==> config.mk <==
export PLATFORM = sky130hd
export DESIGN_NAME = reservation_station_flat
export DESIGN_NICKNAME = d
export VERILOG_FILES = /design/src/rtl/reservation_station_if.sv /design/src/rtl/reservation_station.sv /design/src/flat_wrapper.sv
export SDC_FILE = /design/constraint.sdc
export NUM_CORES = 2
export LEC_CHECK = 0
export CELL_PAD_IN_SITES_DETAIL_PLACEMENT = 1
export CELL_PAD_IN_SITES_GLOBAL_PLACEMENT = 2
export CORE_MARGIN = 10
export CORE_UTILIZATION = 46
export DETAILED_ROUTE_END_ITERATION = 16
export PLACE_DENSITY_LB_ADDON = 0.1
export SYNTH_ARGS = -nofsm -noshare
export SYNTH_HDL_FRONTEND = slang
export SYNTH_SLANG_ARGS = --single-unit
export TNS_END_PERCENT = 5
==> constraint.sdc <==
create_clock -name clk_in -period 13.7 [get_ports clk_in]
set_input_delay 1.37 -clock clk_in [delete_from_list [all_inputs] [get_ports clk_in]]
set_output_delay 1.37 -clock clk_in [all_outputs]
set_load 0.005 [all_outputs]
==> src/rtl/reservation_station_if.sv <==
// Reservation station bus: decoder issue port, ALU/LSB result broadcasts,
// stall feedback and the dispatch port towards the ALU.
interface reservation_station_if #(
    parameter int unsigned ROB_IDX_W = 4,
    parameter int unsigned OP_W      = 6
);
    logic                 issue_rs_ready;
    logic [ROB_IDX_W-1:0] issue_rob_index;
    logic [OP_W-1:0]      issue_op;
    logic [31:0]          issue_rs1_val;
    logic [31:0]          issue_rs2_val;
    logic [ROB_IDX_W-1:0] issue_rs1_depend;
    logic [ROB_IDX_W-1:0] issue_rs2_depend;
    logic [31:0]          issue_imm;
    logic [31:0]          issue_PC;
    logic                 issue_pred_br;

    logic                 alu_ready;
    logic [ROB_IDX_W-1:0] alu_rob_index;
    logic [31:0]          alu_result;
    logic                 lsb_ready;
    logic [ROB_IDX_W-1:0] lsb_rob_index;
    logic [31:0]          lsb_result;

    logic                 rs_full;
    logic                 rs_to_alu_valid;
    logic [OP_W-1:0]      rs_to_alu_op;
    logic [31:0]          rs_to_alu_rs1;
    logic [31:0]          rs_to_alu_rs2;
    logic [31:0]          rs_to_alu_imm;
    logic [31:0]          rs_to_alu_PC;
    logic [ROB_IDX_W-1:0] rs_to_alu_rob_index;
    logic                 rs_to_alu_pred_br;

    modport master (
        output issue_rs_ready, issue_rob_index, issue_op, issue_rs1_val, issue_rs2_val,
               issue_rs1_depend, issue_rs2_depend, issue_imm, issue_PC, issue_pred_br,
               alu_ready, alu_rob_index, alu_result, lsb_ready, lsb_rob_index, lsb_result,
        input  rs_full, rs_to_alu_valid, rs_to_alu_op, rs_to_alu_rs1, rs_to_alu_rs2,
               rs_to_alu_imm, rs_to_alu_PC, rs_to_alu_rob_index, rs_to_alu_pred_br
    );

    modport slave (
        input  issue_rs_ready, issue_rob_index, issue_op, issue_rs1_val, issue_rs2_val,
               issue_rs1_depend, issue_rs2_depend, issue_imm, issue_PC, issue_pred_br,
               alu_ready, alu_rob_index, alu_result, lsb_ready, lsb_rob_index, lsb_result,
        output rs_full, rs_to_alu_valid, rs_to_alu_op, rs_to_alu_rs1, rs_to_alu_rs2,
               rs_to_alu_imm, rs_to_alu_PC, rs_to_alu_rob_index, rs_to_alu_pred_br
    );
endinterface

==> src/rtl/reservation_station.sv <==
// Reservation station for ALU-class instructions: holds issued instructions
// until both operands are present, snoops ALU/LSB broadcasts for wakeup and
// dispatches the lowest-indexed ready entry each cycle.
module reservation_station #(
    parameter int unsigned RS_SIZE   = 16,
    parameter int unsigned ROB_IDX_W = 4,
    parameter int unsigned OP_W      = 6
) (
    input  logic                  clk_in,
    input  logic                  rst_in,
    input  logic                  rdy_in,
    input  logic                  clr_in,
    reservation_station_if.slave  bus
);
    localparam int unsigned IDX_W = $clog2(RS_SIZE);

    logic [RS_SIZE-1:0]   busy;
    logic [OP_W-1:0]      e_op   [RS_SIZE];
    logic [31:0]          e_v1   [RS_SIZE];
    logic [31:0]          e_v2   [RS_SIZE];
    logic [ROB_IDX_W-1:0] e_q1   [RS_SIZE];
    logic [ROB_IDX_W-1:0] e_q2   [RS_SIZE];
    logic [31:0]          e_imm  [RS_SIZE];
    logic [31:0]          e_pc   [RS_SIZE];
    logic [ROB_IDX_W-1:0] e_rob  [RS_SIZE];
    logic                 e_pred [RS_SIZE];

    logic [IDX_W-1:0] free_idx;
    logic             free_found;
    logic [IDX_W-1:0] sel_idx;
    logic             sel_found;

    // Full depends on busy bits only, so a same-edge dispatch never unblocks the decoder combinationally.
    assign bus.rs_full = &busy;

    // Priority pick of the lowest free slot and the lowest ready slot.
    always_comb begin
        free_idx   = '0;
        free_found = 1'b0;
        sel_idx    = '0;
        sel_found  = 1'b0;
        for (int unsigned i = 0; i < RS_SIZE; i++) begin
            if (!busy[i] && !free_found) begin
                free_found = 1'b1;
                free_idx   = IDX_W'(i);
            end
            if (busy[i] && e_q1[i] == '0 && e_q2[i] == '0 && !sel_found) begin
                sel_found = 1'b1;
                sel_idx   = IDX_W'(i);
            end
        end
    end

    // Entry state: wakeup, dispatch and issue; issue writes come last so they override wakeup on that slot.
    always_ff @(posedge clk_in) begin
        if (rst_in) begin
            busy                    <= '0;
            bus.rs_to_alu_valid     <= 1'b0;
            bus.rs_to_alu_op        <= '0;
            bus.rs_to_alu_rs1       <= '0;
            bus.rs_to_alu_rs2       <= '0;
            bus.rs_to_alu_imm       <= '0;
            bus.rs_to_alu_PC        <= '0;
            bus.rs_to_alu_rob_index <= '0;
            bus.rs_to_alu_pred_br   <= 1'b0;
        end else if (rdy_in) begin
            if (clr_in) begin
                busy                <= '0;
                bus.rs_to_alu_valid <= 1'b0;
            end else begin
                for (int unsigned i = 0; i < RS_SIZE; i++) begin
                    if (busy[i]) begin
                        if (e_q1[i] != '0) begin
                            if (bus.alu_ready && e_q1[i] == bus.alu_rob_index) begin
                                e_v1[i] <= bus.alu_result;
                                e_q1[i] <= '0;
                            end else if (bus.lsb_ready && e_q1[i] == bus.lsb_rob_index) begin
                                e_v1[i] <= bus.lsb_result;
                                e_q1[i] <= '0;
                            end
                        end
                        if (e_q2[i] != '0) begin
                            if (bus.alu_ready && e_q2[i] == bus.alu_rob_index) begin
                                e_v2[i] <= bus.alu_result;
                                e_q2[i] <= '0;
                            end else if (bus.lsb_ready && e_q2[i] == bus.lsb_rob_index) begin
                                e_v2[i] <= bus.lsb_result;
                                e_q2[i] <= '0;
                            end
                        end
                    end
                end

                if (sel_found) begin
                    bus.rs_to_alu_valid     <= 1'b1;
                    bus.rs_to_alu_op        <= e_op[sel_idx];
                    bus.rs_to_alu_rs1       <= e_v1[sel_idx];
                    bus.rs_to_alu_rs2       <= e_v2[sel_idx];
                    bus.rs_to_alu_imm       <= e_imm[sel_idx];
                    bus.rs_to_alu_PC        <= e_pc[sel_idx];
                    bus.rs_to_alu_rob_index <= e_rob[sel_idx];
                    bus.rs_to_alu_pred_br   <= e_pred[sel_idx];
                    busy[sel_idx]           <= 1'b0;
                end else begin
                    bus.rs_to_alu_valid <= 1'b0;
                end

                if (bus.issue_rs_ready && free_found) begin
                    busy[free_idx]   <= 1'b1;
                    e_op[free_idx]   <= bus.issue_op;
                    e_v1[free_idx]   <= bus.issue_rs1_val;
                    e_v2[free_idx]   <= bus.issue_rs2_val;
                    e_q1[free_idx]   <= bus.issue_rs1_depend;
                    e_q2[free_idx]   <= bus.issue_rs2_depend;
                    e_imm[free_idx]  <= bus.issue_imm;
                    e_pc[free_idx]   <= bus.issue_PC;
                    e_rob[free_idx]  <= bus.issue_rob_index;
                    e_pred[free_idx] <= bus.issue_pred_br;
                end
            end
        end
    end
endmodule

==> src/flat_wrapper.sv <==
// flat-port wrapper written by rule: the top's interface ports become plain ports
module reservation_station_flat 
#(
    parameter int unsigned RS_SIZE   = 16,
    parameter int unsigned ROB_IDX_W = 4,
    parameter int unsigned OP_W      = 6
)
  (clk_in, rst_in, rdy_in, clr_in, bus_issue_rs_ready, bus_issue_rob_index, bus_issue_op, bus_issue_rs1_val, bus_issue_rs2_val, bus_issue_rs1_depend, bus_issue_rs2_depend, bus_issue_imm, bus_issue_PC, bus_issue_pred_br, bus_alu_ready, bus_alu_rob_index, bus_alu_result, bus_lsb_ready, bus_lsb_rob_index, bus_lsb_result, bus_rs_full, bus_rs_to_alu_valid, bus_rs_to_alu_op, bus_rs_to_alu_rs1, bus_rs_to_alu_rs2, bus_rs_to_alu_imm, bus_rs_to_alu_PC, bus_rs_to_alu_rob_index, bus_rs_to_alu_pred_br);
  reservation_station_if #(.ROB_IDX_W(ROB_IDX_W), .OP_W(OP_W)) bus_i ();
  input  logic clk_in;
  input  logic rst_in;
  input  logic rdy_in;
  input  logic clr_in;
  input wire logic [$bits(bus_i.issue_rs_ready)-1:0] bus_issue_rs_ready;
  input wire logic [$bits(bus_i.issue_rob_index)-1:0] bus_issue_rob_index;
  input wire logic [$bits(bus_i.issue_op)-1:0] bus_issue_op;
  input wire logic [$bits(bus_i.issue_rs1_val)-1:0] bus_issue_rs1_val;
  input wire logic [$bits(bus_i.issue_rs2_val)-1:0] bus_issue_rs2_val;
  input wire logic [$bits(bus_i.issue_rs1_depend)-1:0] bus_issue_rs1_depend;
  input wire logic [$bits(bus_i.issue_rs2_depend)-1:0] bus_issue_rs2_depend;
  input wire logic [$bits(bus_i.issue_imm)-1:0] bus_issue_imm;
  input wire logic [$bits(bus_i.issue_PC)-1:0] bus_issue_PC;
  input wire logic [$bits(bus_i.issue_pred_br)-1:0] bus_issue_pred_br;
  input wire logic [$bits(bus_i.alu_ready)-1:0] bus_alu_ready;
  input wire logic [$bits(bus_i.alu_rob_index)-1:0] bus_alu_rob_index;
  input wire logic [$bits(bus_i.alu_result)-1:0] bus_alu_result;
  input wire logic [$bits(bus_i.lsb_ready)-1:0] bus_lsb_ready;
  input wire logic [$bits(bus_i.lsb_rob_index)-1:0] bus_lsb_rob_index;
  input wire logic [$bits(bus_i.lsb_result)-1:0] bus_lsb_result;
  output wire logic [$bits(bus_i.rs_full)-1:0] bus_rs_full;
  output wire logic [$bits(bus_i.rs_to_alu_valid)-1:0] bus_rs_to_alu_valid;
  output wire logic [$bits(bus_i.rs_to_alu_op)-1:0] bus_rs_to_alu_op;
  output wire logic [$bits(bus_i.rs_to_alu_rs1)-1:0] bus_rs_to_alu_rs1;
  output wire logic [$bits(bus_i.rs_to_alu_rs2)-1:0] bus_rs_to_alu_rs2;
  output wire logic [$bits(bus_i.rs_to_alu_imm)-1:0] bus_rs_to_alu_imm;
  output wire logic [$bits(bus_i.rs_to_alu_PC)-1:0] bus_rs_to_alu_PC;
  output wire logic [$bits(bus_i.rs_to_alu_rob_index)-1:0] bus_rs_to_alu_rob_index;
  output wire logic [$bits(bus_i.rs_to_alu_pred_br)-1:0] bus_rs_to_alu_pred_br;
  assign bus_i.issue_rs_ready = bus_issue_rs_ready;
  assign bus_i.issue_rob_index = bus_issue_rob_index;
  assign bus_i.issue_op = bus_issue_op;
  assign bus_i.issue_rs1_val = bus_issue_rs1_val;
  assign bus_i.issue_rs2_val = bus_issue_rs2_val;
  assign bus_i.issue_rs1_depend = bus_issue_rs1_depend;
  assign bus_i.issue_rs2_depend = bus_issue_rs2_depend;
  assign bus_i.issue_imm = bus_issue_imm;
  assign bus_i.issue_PC = bus_issue_PC;
  assign bus_i.issue_pred_br = bus_issue_pred_br;
  assign bus_i.alu_ready = bus_alu_ready;
  assign bus_i.alu_rob_index = bus_alu_rob_index;
  assign bus_i.alu_result = bus_alu_result;
  assign bus_i.lsb_ready = bus_lsb_ready;
  assign bus_i.lsb_rob_index = bus_lsb_rob_index;
  assign bus_i.lsb_result = bus_lsb_result;
  assign bus_rs_full = bus_i.rs_full;
  assign bus_rs_to_alu_valid = bus_i.rs_to_alu_valid;
  assign bus_rs_to_alu_op = bus_i.rs_to_alu_op;
  assign bus_rs_to_alu_rs1 = bus_i.rs_to_alu_rs1;
  assign bus_rs_to_alu_rs2 = bus_i.rs_to_alu_rs2;
  assign bus_rs_to_alu_imm = bus_i.rs_to_alu_imm;
  assign bus_rs_to_alu_PC = bus_i.rs_to_alu_PC;
  assign bus_rs_to_alu_rob_index = bus_i.rs_to_alu_rob_index;
  assign bus_rs_to_alu_pred_br = bus_i.rs_to_alu_pred_br;
  reservation_station #(.RS_SIZE(RS_SIZE), .ROB_IDX_W(ROB_IDX_W), .OP_W(OP_W)) u_core (.clk_in(clk_in), .rst_in(rst_in), .rdy_in(rdy_in), .clr_in(clr_in), .bus(bus_i));
endmodule
==> flow_metrics.tcl <==
set metrics [dict create \
    holdBufCountCts 0 \
    wl_per_cell_um 36.6 \
    yosys-top-cells-area "edfxtp_1 (59%), mux2i_1 (8.5%), o21ai_0 (4.7%)" \
    synth_cell_type_count 64 \
    placedCellCount 13500 \
    post-dp-hpwl_mm 266 \
    fin_crit_sh 0.531 \
    gp_congestion 0.865 \
    cts_root_buffer "clkbuf_16" \
    drc 0 \
    drive_gt1_frac 0.0776 \
    num_vias 96900 \
    wl_mm 515 \
    rsz0062_at_grt "no" \
    netlist_area_sq_um 121000 \
    power.density_nw_per_um2 124 \
    instances_no_fill 14100 \
    hold_path_class "reg2reg" \
    clock_skew_ns 0.0746 \
    htree_levels 5 \
    rows 187 \
    grt-ovfl-total 0 \
    maxClockFrequency_ghz 0.137 \
    ys_top_cells_by_count "edfxtp_1 (2,352), nand2_1 (1,255), o21ai_0 (1,139), nand3_1 (1,113), mux2i_1 (1,029)" \
    async_flop_share 0 \
    max_stage_delay_ns 1.03 \
    end_kind "flop" \
    antenna_left 0 \
    ir_drop_uv 144 \
    first_global_vias 100000 \
    yosysTopAreaCellShare 0.585 \
    ys_ff_latch 2508 \
    yosysMostFrequentCell "edfxtp_1" \
    min_period_ns 7.28 \
    start_util 0.463 \
    fin_setup_tns_ns 0 \
    clk_pin_slew_ns 0.06 \
    worst-path-buf-inv 4 \
    cts-resized-gates 0 \
    critPathMostFrequentCell "buf_4" \
    finalMaxSlewViolations 0 \
    die_h_um 532 \
    viasPerCell 6.88 \
    required_ns 14.60 \
    worstMarginPinSlew_ns 1.36 \
    dr.pass1.iters 6 \
    synth_area_per_cell_sq_um 11.3 \
    final_hold_viol_count 0 \
    max_slew_margin 0.0911 \
    critical-path-top-delay-family "buffers and inverters" \
    outcome "finished clean" \
    grt_pass1_wl_mm 728 \
    io_pins 367 \
    drt_iter0_drc 12000 \
    cts_setup_buffers 0 \
    cts_made_buffers 300 \
    area_growth_pct 12.4 \
    crit_slowest_cell "nor4_1" \
    setup_violations 0 \
    clock-sinks 2508 \
    cts_buffer_depth 4 \
    core_sq_um 260000 \
    cap_violations 0 \
    antenna_found_initial 53 \
    crit_chain "nor4_1 -> nand3_1 -> and4_1 -> nor2b_1 -> a31oi_4 -> buf_4 -> buf_4 -> buf_4 -> buf_4 -> nand2_1 -> a21oi_1 -> a221oi_1 -> o22ai_1 -> o221a_2" \
    grt_usage 0.348 \
    die-area_sq_um 283000 \
    synth_cells 10600 \
    yosys_warnings 0 \
    synthesis.nets 10900 \
    finalInstanceArea_sq_um 136000 \
    ys.flop_type "edfxtp_1" \
    place_area_sq_um 126000 \
    path_class "reg2reg" \
    finalNetCount 10600 \
    start_kind "flop" \
    yosysTopAreaCell "edfxtp_1" \
    arrival_ns 8.18 \
    synth-edff-count 2352 \
    grt_max_degree 148 \
    die_w_um 532 \
    cts_tree "built" \
    clkLatencyLatePin_ns 0.96 \
    io_buffers 366 \
    p_leak_nw 40.7 \
    yosysSeqAreaShare 0.611 \
    n_fill_cell 26700 \
    path_max_fanout 81 \
    holdWs_ns 0.522 \
]
-- tightest hold or removal path, stage by stage (launching register included) --
cell,delay (ns)
dfxtp_1,0.32
nand2b_1,0.07
a21oi_1,0.07
-- stage by stage --
| step | power [mW] | setup slack [ns] | utilization |
|---|---|---|---|
| after global routing | 17.2 | 6.31 | 0.521 |
| after global placement | 9.12 | 6.89 | 0.485 |
| final | 16.8 | 6.42 | 0.521 |
| after CTS | 16.8 | 6.75 | 0.521 |
| after floorplan | 8.86 | 6.46 | - |
| after detailed placement | 9.15 | 6.82 | 0.485 |
-- worst paths after layout --
check | end | startpoint | slack (ns) | cells past startpoint
hold reg to reg | u_core.bus.rs_to_alu_valid | u_core.bus.rs_to_alu_valid | 0.52 | 2
hold / removal | u_core.bus.rs_to_alu_valid | u_core.bus.rs_to_alu_valid | 0.52 | 2
setup reg to reg | u_core.bus.rs_to_alu_imm[24] | u_core.e_q1[9][0] | 6.42 | 14
setup / recovery | u_core.bus.rs_to_alu_imm[24] | u_core.e_q1[9][0] | 6.42 | 14
-- flip-flops by register name (all words and copies together) (netlist names) --
| signal | count |
|---|---|
| u_core.e_v1 | 512 |
| u_core.e_rob | 64 |
| u_core.e_imm | 512 |
| u_core.bus.rs_to_alu_PC | 32 |
| u_core.bus.rs_to_alu_rob_index | 4 |
| u_core.bus.rs_to_alu_imm | 32 |
| u_core.e_v2 | 512 |
| u_core.e_pred | 16 |
| u_core.bus.rs_to_alu_pred_br | 1 |
| u_core.e_op | 96 |
| u_core.bus.rs_to_alu_rs2 | 32 |
| u_core.e_q2 | 64 |
| u_core.bus.rs_to_alu_rs1 | 32 |
| u_core.bus.rs_to_alu_op | 6 |
| u_core.e_q1 | 64 |
| u_core.busy | 16 |
| u_core.e_pc | 512 |
| u_core.bus.rs_to_alu_valid | 1 |
-- final cells by class --
cell class	instances	area, sq um	area share
clock buffers	433	8440	0.0622
clock inverters	93	851	0.00627
multi-input cells	6890	42500	0.313
well taps	3496	4370	0.0322
repair buffers	619	5600	0.0413
inverters	14	118	0.000867
diodes	29	72.6	0.000535
flip-flops and latches	2508	73800	0.544
-- kinds of logic after synthesis --
logic type	count (synthesis)	synth area share
buf+inv	1249	0.0409
xor+xnor	256	0.0186
compound gates	2609	0.127
simple gates	2996	0.117
flops	2508	0.611
mux	1029	0.0854
-- per-layer routing --
metal,vias up,routed length [um],global-route usage
met5,-,206,0
met4,30,27900,0.173
met3,1434,47400,0.0658
met2,5749,238000,0.560
met1,50300,201000,0.451
li1,39400,-,-
-- placed cells by master (no fill, tap or decap), types with 38 or more instances in the layout --
| cell type | instances |
|---|---|
| xor2_1 | 177 |
| nor2_1 | 87 |
| buf_2 | 38 |
| nor4_1 | 59 |
| mux2i_1 | 1029 |
| dfxtp_1 | 156 |
| nand2_1 | 1241 |
| o21ai_0 | 1138 |
| buf_4 | 235 |
| nand3_1 | 1110 |
| a221o_1 | 88 |
| nor3_1 | 63 |
| a22oi_1 | 296 |
| a21oi_1 | 404 |
| clkdlybuf4s50_1 | 328 |
| o21ai_1 | 45 |
| xnor2_1 | 79 |
| clkbuf_16 | 304 |
| and3_1 | 262 |
| a31oi_1 | 524 |
| clkbuf_1 | 94 |
| edfxtp_1 | 2352 |
-- where the power goes --
part	internal, mW	total (mW)	switching [mW]	leakage [nW]
Sequential	8.38	8.38	0.00419	22.3
Clock	4.53	7.78	3.25	4.52
Combinational	0.183	0.626	0.444	13.8
Total	13.1	16.8	3.70	40.7
Power figures use the tool's default switching activity.
